File: src/rtl/baud_pkg.sv
// Shared defaults for the UART/SPART baud-rate generator.
// The presets assume a 50 MHz clock with 16x oversampling.
package baud_pkg;

    localparam int DEF_DIV_W      = 16;
    localparam int DEF_OVERSAMPLE = 16;

    // Sample-tick divisors for 2400 / 4800 / 9600 / 19200 baud.
    localparam int unsigned PRESET_2400  = 1302;
    localparam int unsigned PRESET_4800  = 651;
    localparam int unsigned PRESET_9600  = 326;
    localparam int unsigned PRESET_19200 = 163;

    typedef logic [DEF_DIV_W-1:0] div_t;

endpackage

File: src/rtl/baud_div_regs.sv
// Custom-divisor staging and commit registers plus the preset mux.
// The d_eff output is the divisor in effect, never below 1.
module baud_div_regs
    import baud_pkg::*;
#(
    parameter int          DIV_W   = DEF_DIV_W,
    parameter int unsigned PRESET0 = PRESET_2400,
    parameter int unsigned PRESET1 = PRESET_4800,
    parameter int unsigned PRESET2 = PRESET_9600,
    parameter int unsigned PRESET3 = PRESET_19200
) (
    input  logic             clk,
    input  logic             rst_n,
    input  logic [1:0]       br_cfg,
    input  logic             use_custom,
    input  logic             div_wr_lo,
    input  logic             div_wr_hi,
    input  logic [7:0]       div_data,
    output logic [DIV_W-1:0] d_eff
);

    logic [7:0]       stage_lo;
    logic [DIV_W-1:0] custom_div;
    logic [DIV_W-1:0] preset_div;
    logic [DIV_W-1:0] raw_div;
    logic [15:0]      commit_word;

    // A commit always takes the low byte staged before this cycle.
    assign commit_word = {div_data, stage_lo};

    always_ff @(posedge clk or negedge rst_n) begin
        if (!rst_n) begin
            stage_lo   <= 8'd0;
            custom_div <= '0;
        end else begin
            if (div_wr_lo) stage_lo <= div_data;
            if (div_wr_hi) custom_div <= DIV_W'(commit_word);
        end
    end

    always_comb begin
        preset_div = DIV_W'(PRESET0);
        unique case (br_cfg)
            2'b00: preset_div = DIV_W'(PRESET0);
            2'b01: preset_div = DIV_W'(PRESET1);
            2'b10: preset_div = DIV_W'(PRESET2);
            2'b11: preset_div = DIV_W'(PRESET3);
            default: preset_div = DIV_W'(PRESET0);
        endcase
        raw_div = use_custom ? custom_div : preset_div;
        d_eff   = (raw_div == '0) ? DIV_W'(1) : raw_div;
    end

endmodule

File: src/rtl/baud_rate_gen.sv
// Baud-rate generator: oversample tick, per-bit tick and sub-bit phase
// from a preset or byte-programmed divisor.
module baud_rate_gen
    import baud_pkg::*;
#(
    parameter int          DIV_W      = DEF_DIV_W,
    parameter int          OVERSAMPLE = DEF_OVERSAMPLE,
    parameter int unsigned PRESET0    = PRESET_2400,
    parameter int unsigned PRESET1    = PRESET_4800,
    parameter int unsigned PRESET2    = PRESET_9600,
    parameter int unsigned PRESET3    = PRESET_19200,
    localparam int         PW         = $clog2(OVERSAMPLE)
) (
    input  logic          clk,
    input  logic          rst_n,
    input  logic          en,
    input  logic          restart,
    input  logic [1:0]    br_cfg,
    input  logic          use_custom,
    input  logic          div_wr_lo,
    input  logic          div_wr_hi,
    input  logic [7:0]    div_data,
    output logic          sample_tick,
    output logic          baud_tick,
    output logic [PW-1:0] phase
);

    logic [DIV_W-1:0] d_eff;
    logic [DIV_W-1:0] cnt;

    baud_div_regs #(
        .DIV_W   (DIV_W),
        .PRESET0 (PRESET0),
        .PRESET1 (PRESET1),
        .PRESET2 (PRESET2),
        .PRESET3 (PRESET3)
    ) u_div_regs (
        .clk        (clk),
        .rst_n      (rst_n),
        .br_cfg     (br_cfg),
        .use_custom (use_custom),
        .div_wr_lo  (div_wr_lo),
        .div_wr_hi  (div_wr_hi),
        .div_data   (div_data),
        .d_eff      (d_eff)
    );

    // The divisor is only sampled at reload or restart, so a change never
    // shortens the period already in flight.
    always_ff @(posedge clk or negedge rst_n) begin
        if (!rst_n) begin
            cnt         <= '0;
            phase       <= '0;
            sample_tick <= 1'b0;
            baud_tick   <= 1'b0;
        end else if (restart) begin
            cnt         <= d_eff - 1'b1;
            phase       <= '0;
            sample_tick <= 1'b0;
            baud_tick   <= 1'b0;
        end else if (en) begin
            if (cnt == '0) begin
                cnt         <= d_eff - 1'b1;
                sample_tick <= 1'b1;
                baud_tick   <= (phase == PW'(OVERSAMPLE - 1));
                phase       <= phase + 1'b1;
            end else begin
                cnt         <= cnt - 1'b1;
                sample_tick <= 1'b0;
                baud_tick   <= 1'b0;
            end
        end else begin
            sample_tick <= 1'b0;
            baud_tick   <= 1'b0;
        end
    end

endmodule

File: config.mk
export PLATFORM = sky130hd
export DESIGN_NAME = baud_rate_gen
export DESIGN_NICKNAME = d
export VERILOG_FILES = /design/src/rtl/baud_pkg.sv /design/src/rtl/baud_div_regs.sv /design/src/rtl/baud_rate_gen.sv
export SDC_FILE = /design/constraint.sdc
export NUM_CORES = 1
export LEC_CHECK = 0
export ABC_AREA = 1
export CORE_ASPECT_RATIO = 1.75
export CORE_MARGIN = 4
export CORE_UTILIZATION = 55
export CTS_CLUSTER_DIAMETER = 30
export CTS_CLUSTER_SIZE = 10
export DETAILED_ROUTE_END_ITERATION = 12
export DONT_BUFFER_PORTS = 1
export MAX_ROUTING_LAYER = met4
export PLACE_DENSITY = 0.82
export SYNTH_ARGS = -nofsm -noshare
export SYNTH_HDL_FRONTEND = slang
export SYNTH_SLANG_ARGS = --single-unit
File: constraint.sdc
create_clock -name clk -period 4.2 [get_ports clk]
set_input_delay 0.63 -clock clk [delete_from_list [all_inputs] [get_ports clk]]
set_output_delay 0.63 -clock clk [all_outputs]
set_load 0.01 [all_outputs]
## Yosys cells after proc, flatten, opt, wreduce, memory -nomap -nowiden

Cells that the tools add are included.

| word-level totals | value |
|---|---|
| register bits after elaboration | 46 |
| bits in latches | 0 |
| RAM bits | 0 |
| bits in read-only memories | 0 |
| input bits | 17 |
| memories | 0 |

| cells by class | value |
|---|---|
| $add $sub $neg | 3 |
| $mul | 0 |
| div/mod/pow operators | 0 |
| order comparisons | 0 |
| equality and inequality tests | 4 |
| shift operators | 0 |
| mux-type cells | 15 |
| bitwise logic cells | 0 |
| reductions and logical operators | 6 |

Operators by type and width:

| cell | number |
|---|---|
| 16-bit 2-to-1 mux | 5 |
| 16-bit case mux with 4 select lines | 1 |
| 16-bit zero test | 2 |
| 16-bit by 1-bit subtractor with 16-bit output (second input constant) | 2 |
| 4-bit 2-to-1 mux | 3 |
| 1-bit 2-to-1 mux | 6 |
| 4-bit by 1-bit adder with 4-bit output (second input constant) | 1 |
| 2-bit == test (second input constant) | 2 |
| 4-bit == test (second input constant) | 1 |
| 2-bit nonzero test | 2 |
| 2-bit by 1-bit == test with 1-bit output (second input constant) | 1 |
| 2-bit zero test | 1 |
| 2-bit AND reduction | 1 |

## Longest topological paths before layout

| logic depth | value |
|---|---|
| depth in word-level cells | 9 |
| gate-level depth with buffers | 19 |
| mapped depth without buffers | 18 |

## Cells and area by module

From an unflattened synthesis, not the netlist that was laid out.

| unflattened totals | value |
|---|---|
| cells, all modules | 418 |
| area total of the unflattened synthesis | 2975.4 um^2 |

By module, submodules not included:

| module | times used | cells an instance | area an instance (um^2) |
|---|---|---|---|
| baud_rate_gen | 1 | 288 | 1839.3 |
| baud_div_regs | 1 | 130 | 1136.1 |

## Worst setup path after synthesis

OpenSTA, ideal clock, no wires.

| timing | value |
|---|---|
| path type | input-to-reg |
| start point | in use_custom |
| end point | reg cnt[12] |
| library setup time | 0.087 ns |
| arrival time | 2.324 ns |
| required time | 4.113 ns |
| setup slack | 1.788 ns |
| stages | 19 |
| cells stage by stage | buf_6 inv_4 nand3_2 nand2_2 inv_2 nand2_4 nor2_4 nand2_4 nand2_4 inv_4 ha_1 inv_1 nor2_1 nand2_1 nor2_2 nand2_1 xor2_1 nand2_1 a22oi_1 |

| on the way | value |
|---|---|
| longest elaborated chain between the ends | 7 |

RTL lines:

| item | RTL line | RTL |
|---|---|---|
| start: declaration | baud_rate_gen.sv:19 | `input logic use_custom,` |
| 16-bit 2-to-1 mux (*) | baud_div_regs.sv:50 | `raw_div = use_custom ? custom_div : preset_div;` |
| 16-bit zero test | baud_div_regs.sv:51 | `d_eff = (raw_div == '0) ? DIV_W'(1) : raw_div;` |
| 16-bit 2-to-1 mux (*) | baud_div_regs.sv:51 |  |
| 16-bit by 1-bit subtractor with 16-bit output (*) | baud_rate_gen.sv:57, baud_rate_gen.sv:63 |  |
| 16-bit 2-to-1 mux | baud_rate_gen.sv:62 | `if (cnt == '0) begin` |
| 16-bit 2-to-1 mux | baud_rate_gen.sv:61 | `end else if (en) begin` |
| 16-bit 2-to-1 mux (*) | baud_rate_gen.sv:56 | `end else if (restart) begin` |
| end signal: assignment | baud_rate_gen.sv:57 | `cnt <= d_eff - 1'b1;` |
| end signal: assignment | baud_rate_gen.sv:63 | `cnt <= d_eff - 1'b1;` |
| end signal: assignment | baud_rate_gen.sv:68 | `cnt <= cnt - 1'b1;` |
| end: declaration | baud_rate_gen.sv:29 | `logic [DIV_W-1:0] cnt;` |

Mark *: on every way between the ends. The rest lies on a longest branch, timed or not. The select of a mux whose other input is x is not followed.
A chain may end at the register's enable or synchronous reset.

## Worst setup path after layout

| timing | value |
|---|---|
| start point | reg u_div_regs.custom_div[6] |
| end point | reg cnt[12] |

| on the way | value |
|---|---|
| longest elaborated chain between the ends | 7 |

RTL lines:

| item | RTL line | RTL |
|---|---|---|
| start: declaration | baud_div_regs.sv:23 | `logic [DIV_W-1:0] custom_div;` |
| start signal: assignment | baud_div_regs.sv:37 | `if (div_wr_hi) custom_div <= DIV_W'(commit_word);` |
| 16-bit 2-to-1 mux (*) | baud_div_regs.sv:50 |  |
| 16-bit zero test | baud_div_regs.sv:51 |  |
| 16-bit 2-to-1 mux (*) | baud_div_regs.sv:51 |  |
| 16-bit by 1-bit subtractor with 16-bit output (*) | baud_rate_gen.sv:57, baud_rate_gen.sv:63 |  |
| 16-bit 2-to-1 mux | baud_rate_gen.sv:62 |  |
| 16-bit 2-to-1 mux | baud_rate_gen.sv:61 |  |
| 16-bit 2-to-1 mux (*) | baud_rate_gen.sv:56 |  |

Marks and branches as above.

==> metrics.txt <==
outcome finished, final reports clean; gr usage total 21.99%; die area 6628 um^2; Post-Syn Area 2942 um^2; Core ar. 5211 um^2; Routed WL per cell 15.16 um; fraction of layout cells with a size suffix above 1 15.22%; post-route ant nets 0; synthesized flop and latch total 46; worst reg2reg path endpoint cnt[12]$_DFFE_PN0P_; Syn Inst Count 382; worst path cell trace nand2_1 > inv_1 > a21oi_1 > nand2_1 > nor2_4 > nand2_4 > nand2_4 > inv_4 > ha_1 > inv_1 > nor2_1 > nand2_1 > nor2_2 > nand2_1 > xor2_1 > nand2_1 > a22oi_1; fin area 3070 um^2; worst skew pair latency 0.30 ns; Worst Setup Path Type reg -> reg; die width 63.28 um; Pint 759.2 uW; antenna violations before repair 0; Starting DRT DRC Count 181; Layout area overhead 4.381%; Clock Sinks 46; critical path's most frequent cell nand2_1; Buf/Inv on CP 3; largest net degree at the start of global routing 47; Crit. End Element register; post-DR vias/cell 5.638; clock tree from TritonCTS built; post-CTS sizing 0; Leak 0.001459 uW; Worst-Margin Slew 0.5863 ns; Via Count 2458; worst r2r path cells 17; Syn. warnings 0; Hold Path Class in -> async; Finish-stage setup viols 0; Clk pin slew, worst setup/hold paths 0.09 ns; vias in the first global route 2548; sequential share of power 48.0%; Synth cell types 39; CP Launch Type register; Crit Path Max Fanout 5; CP max stage cell dfrtp_1; commonest non-fill, non-tap cell in the layout nand2_1; net count reported at finish 401; CP top delay family simple AND/OR/NAND/NOR gates; global routing usage on met2 39.76%; Setup Skew 0.007758 ns; global-route wire length before repair 11300 um; number of placement rows 35; fmax 0.4273 GHz; Root Buffer clkbuf_8; power density over cell area 360.1 nW/um^2; max incr delay on CP 0.38 ns; WP data required 4.43 ns; peak supply drop 265.4 uV; CTS Buffer Depth 2; Clock Power Share 29.8%; Rel. slew slack 60.78%; R2R setup slack 1.86 ns; GR peak layer met2; Initial Util 56.45%; sequential-to-total area share from yosys stat 39.13%; Hold Fails Final Rpt 0; Total Wirelength 6611 um; die height 104.7 um; Tcrit/Tclk final 55.72%; syn avg cell area 7.700 um^2; GR Util met1 20.86%; Antenna Cells 0; met3 global-route usage 4.194%; gpl congestion 0.9432; Crit path arrival time 2.57 ns; # port buffers 0; RSZ-0062 raised after global routing false; switch share 31.34%; number of flops mapped to enable cells by yosys 0; Psw 346.5 uW; total grt overflow 0; Worst R2R Start u_div_regs.custom_div[6]$_DFFE_PN0P_; I/O pin cnt 23; Max Slew Vio Count 0; maxcap violations 0; asr flop ratio synth 100.0%; residual DRC count 0; Syn Nets 403; min cycle time layout 2.340 ns; drt first pass iters 5; most used flip-flop cell after synthesis dfrtp_1; Logic pwr share 22.2%; post-DP HPWL 5140 um; setup TNS 0 ns; Placement Cell Area 2950 um^2; H-tree Lvls 2; CTS buffer count 5; Post-CTS Setup Repair Bufs 0; commonest non-fill, non-tap cells in the layout 86 x nand2_1, 46 x dfrtp_1, 44 x nor2_1
-- what timing repair did --
item / 4_1_cts / 5_1_grt
hold buffers: 0 / 1
endpoints found under the setup margin: 0 / 0
hold endpoints to repair: 0 / 13
-- cell families (layout without fill, tap and decap cells) --
logic type	after synthesis	in the layout	share of synthesized area [%]
adders and majority gates	4	4	1.701
buffers and inverters	54	53	7.954
and+or+nand+nor	192	192	30.71
AOI/OAI and AO/OA	61	61	12.29
DFF	46	46	39.13
muxes	9	9	3.445
xor gates and xnor gates	16	16	4.764
-- cell usage after synthesis (all sizes together) (2+ instances only) --
cell	instances	share of area, %
buf	4	1.4
a21oi	23	4.6
nand2	98	14
o21ai	26	4.6
dfrtp	46	39
ha	4	1.7
nor3	5	1.2
a31oi	2	0.43
nand3	22	4.1
a22oi	3	0.94
xnor2	3	0.89
nor2	57	9.1
a22o	2	0.60
inv	43	5.7
nand4	9	1.9
clkbuf	7	0.89
mux2	9	3.4
xor2	13	3.9
-- power groups by stage --
stage | logic, uW | registers (uW) | clock network, uW
final | 245 | 531 | 330
after floorplan | 206 | 529 | 0
after global routing | 276 | 539 | 353
after global placement | 234 | 537 | 0
after CTS | 241 | 531 | 336
after detailed placement | 239 | 540 | 0
-- flip-flops by register name, indices dropped and copies added, names as in the netlist --
name / flops
u_div_regs.stage_lo: 8
u_div_regs.custom_div: 16
baud_tick: 1
phase: 4
sample_tick: 1
cnt: 16
-- cell type report --
type	count	area [um^2]
clock buffers	6	72.57
well taps	55	68.82
multi-input cells	282	1556
repair buffers	2	17.52
inverters	43	166.4
flip-flops and latches	46	1151
fillers	480	2141
clock inverters	2	37.54
-- per-stage QoR --
stage                     hold slack, ns  util (%)  instances  total power (uW)  worst slack, ns
after global placement            0.3355     56.61        427             770.8            1.766
after global routing            0.001866     58.92        436              1167            1.665
after detailed placement          0.3355     56.61        427             779.2            1.682
after floorplan                   0.3344         -        382             734.7            1.788
after CTS                       0.007084     58.73        435              1109            1.901
final                            0.01138     58.92        436              1106            1.860
-- worst max path at each step --
stage,start,to,cells past startpoint,slack [ns]
floorplan,use_custom,cnt[12]$_DFFE_PN0P_,19,1.79
detailed placement,br_cfg[0],cnt[12]$_DFFE_PN0P_,16,1.68
global placement,use_custom,cnt[12]$_DFFE_PN0P_,18,1.77
finish,u_div_regs.custom_div[6]$_DFFE_PN0P_,cnt[12]$_DFFE_PN0P_,17,1.86
CTS,u_div_regs.custom_div[6]$_DFFE_PN0P_,cnt[12]$_DFFE_PN0P_,17,1.90
global route,u_div_regs.custom_div[6]$_DFFE_PN0P_,cnt[12]$_DFFE_PN0P_,17,1.67
-- metal layers --
layer	wire length (um)	vias up	part of all wire (%)
met5	0	-	0
met4	378	0	5.7
met3	305	25	4.6
met2	3592	75	54
met1	2336	1130	35
li1	-	1228	-
No activity file was read; power rests on OpenSTA's default activity.
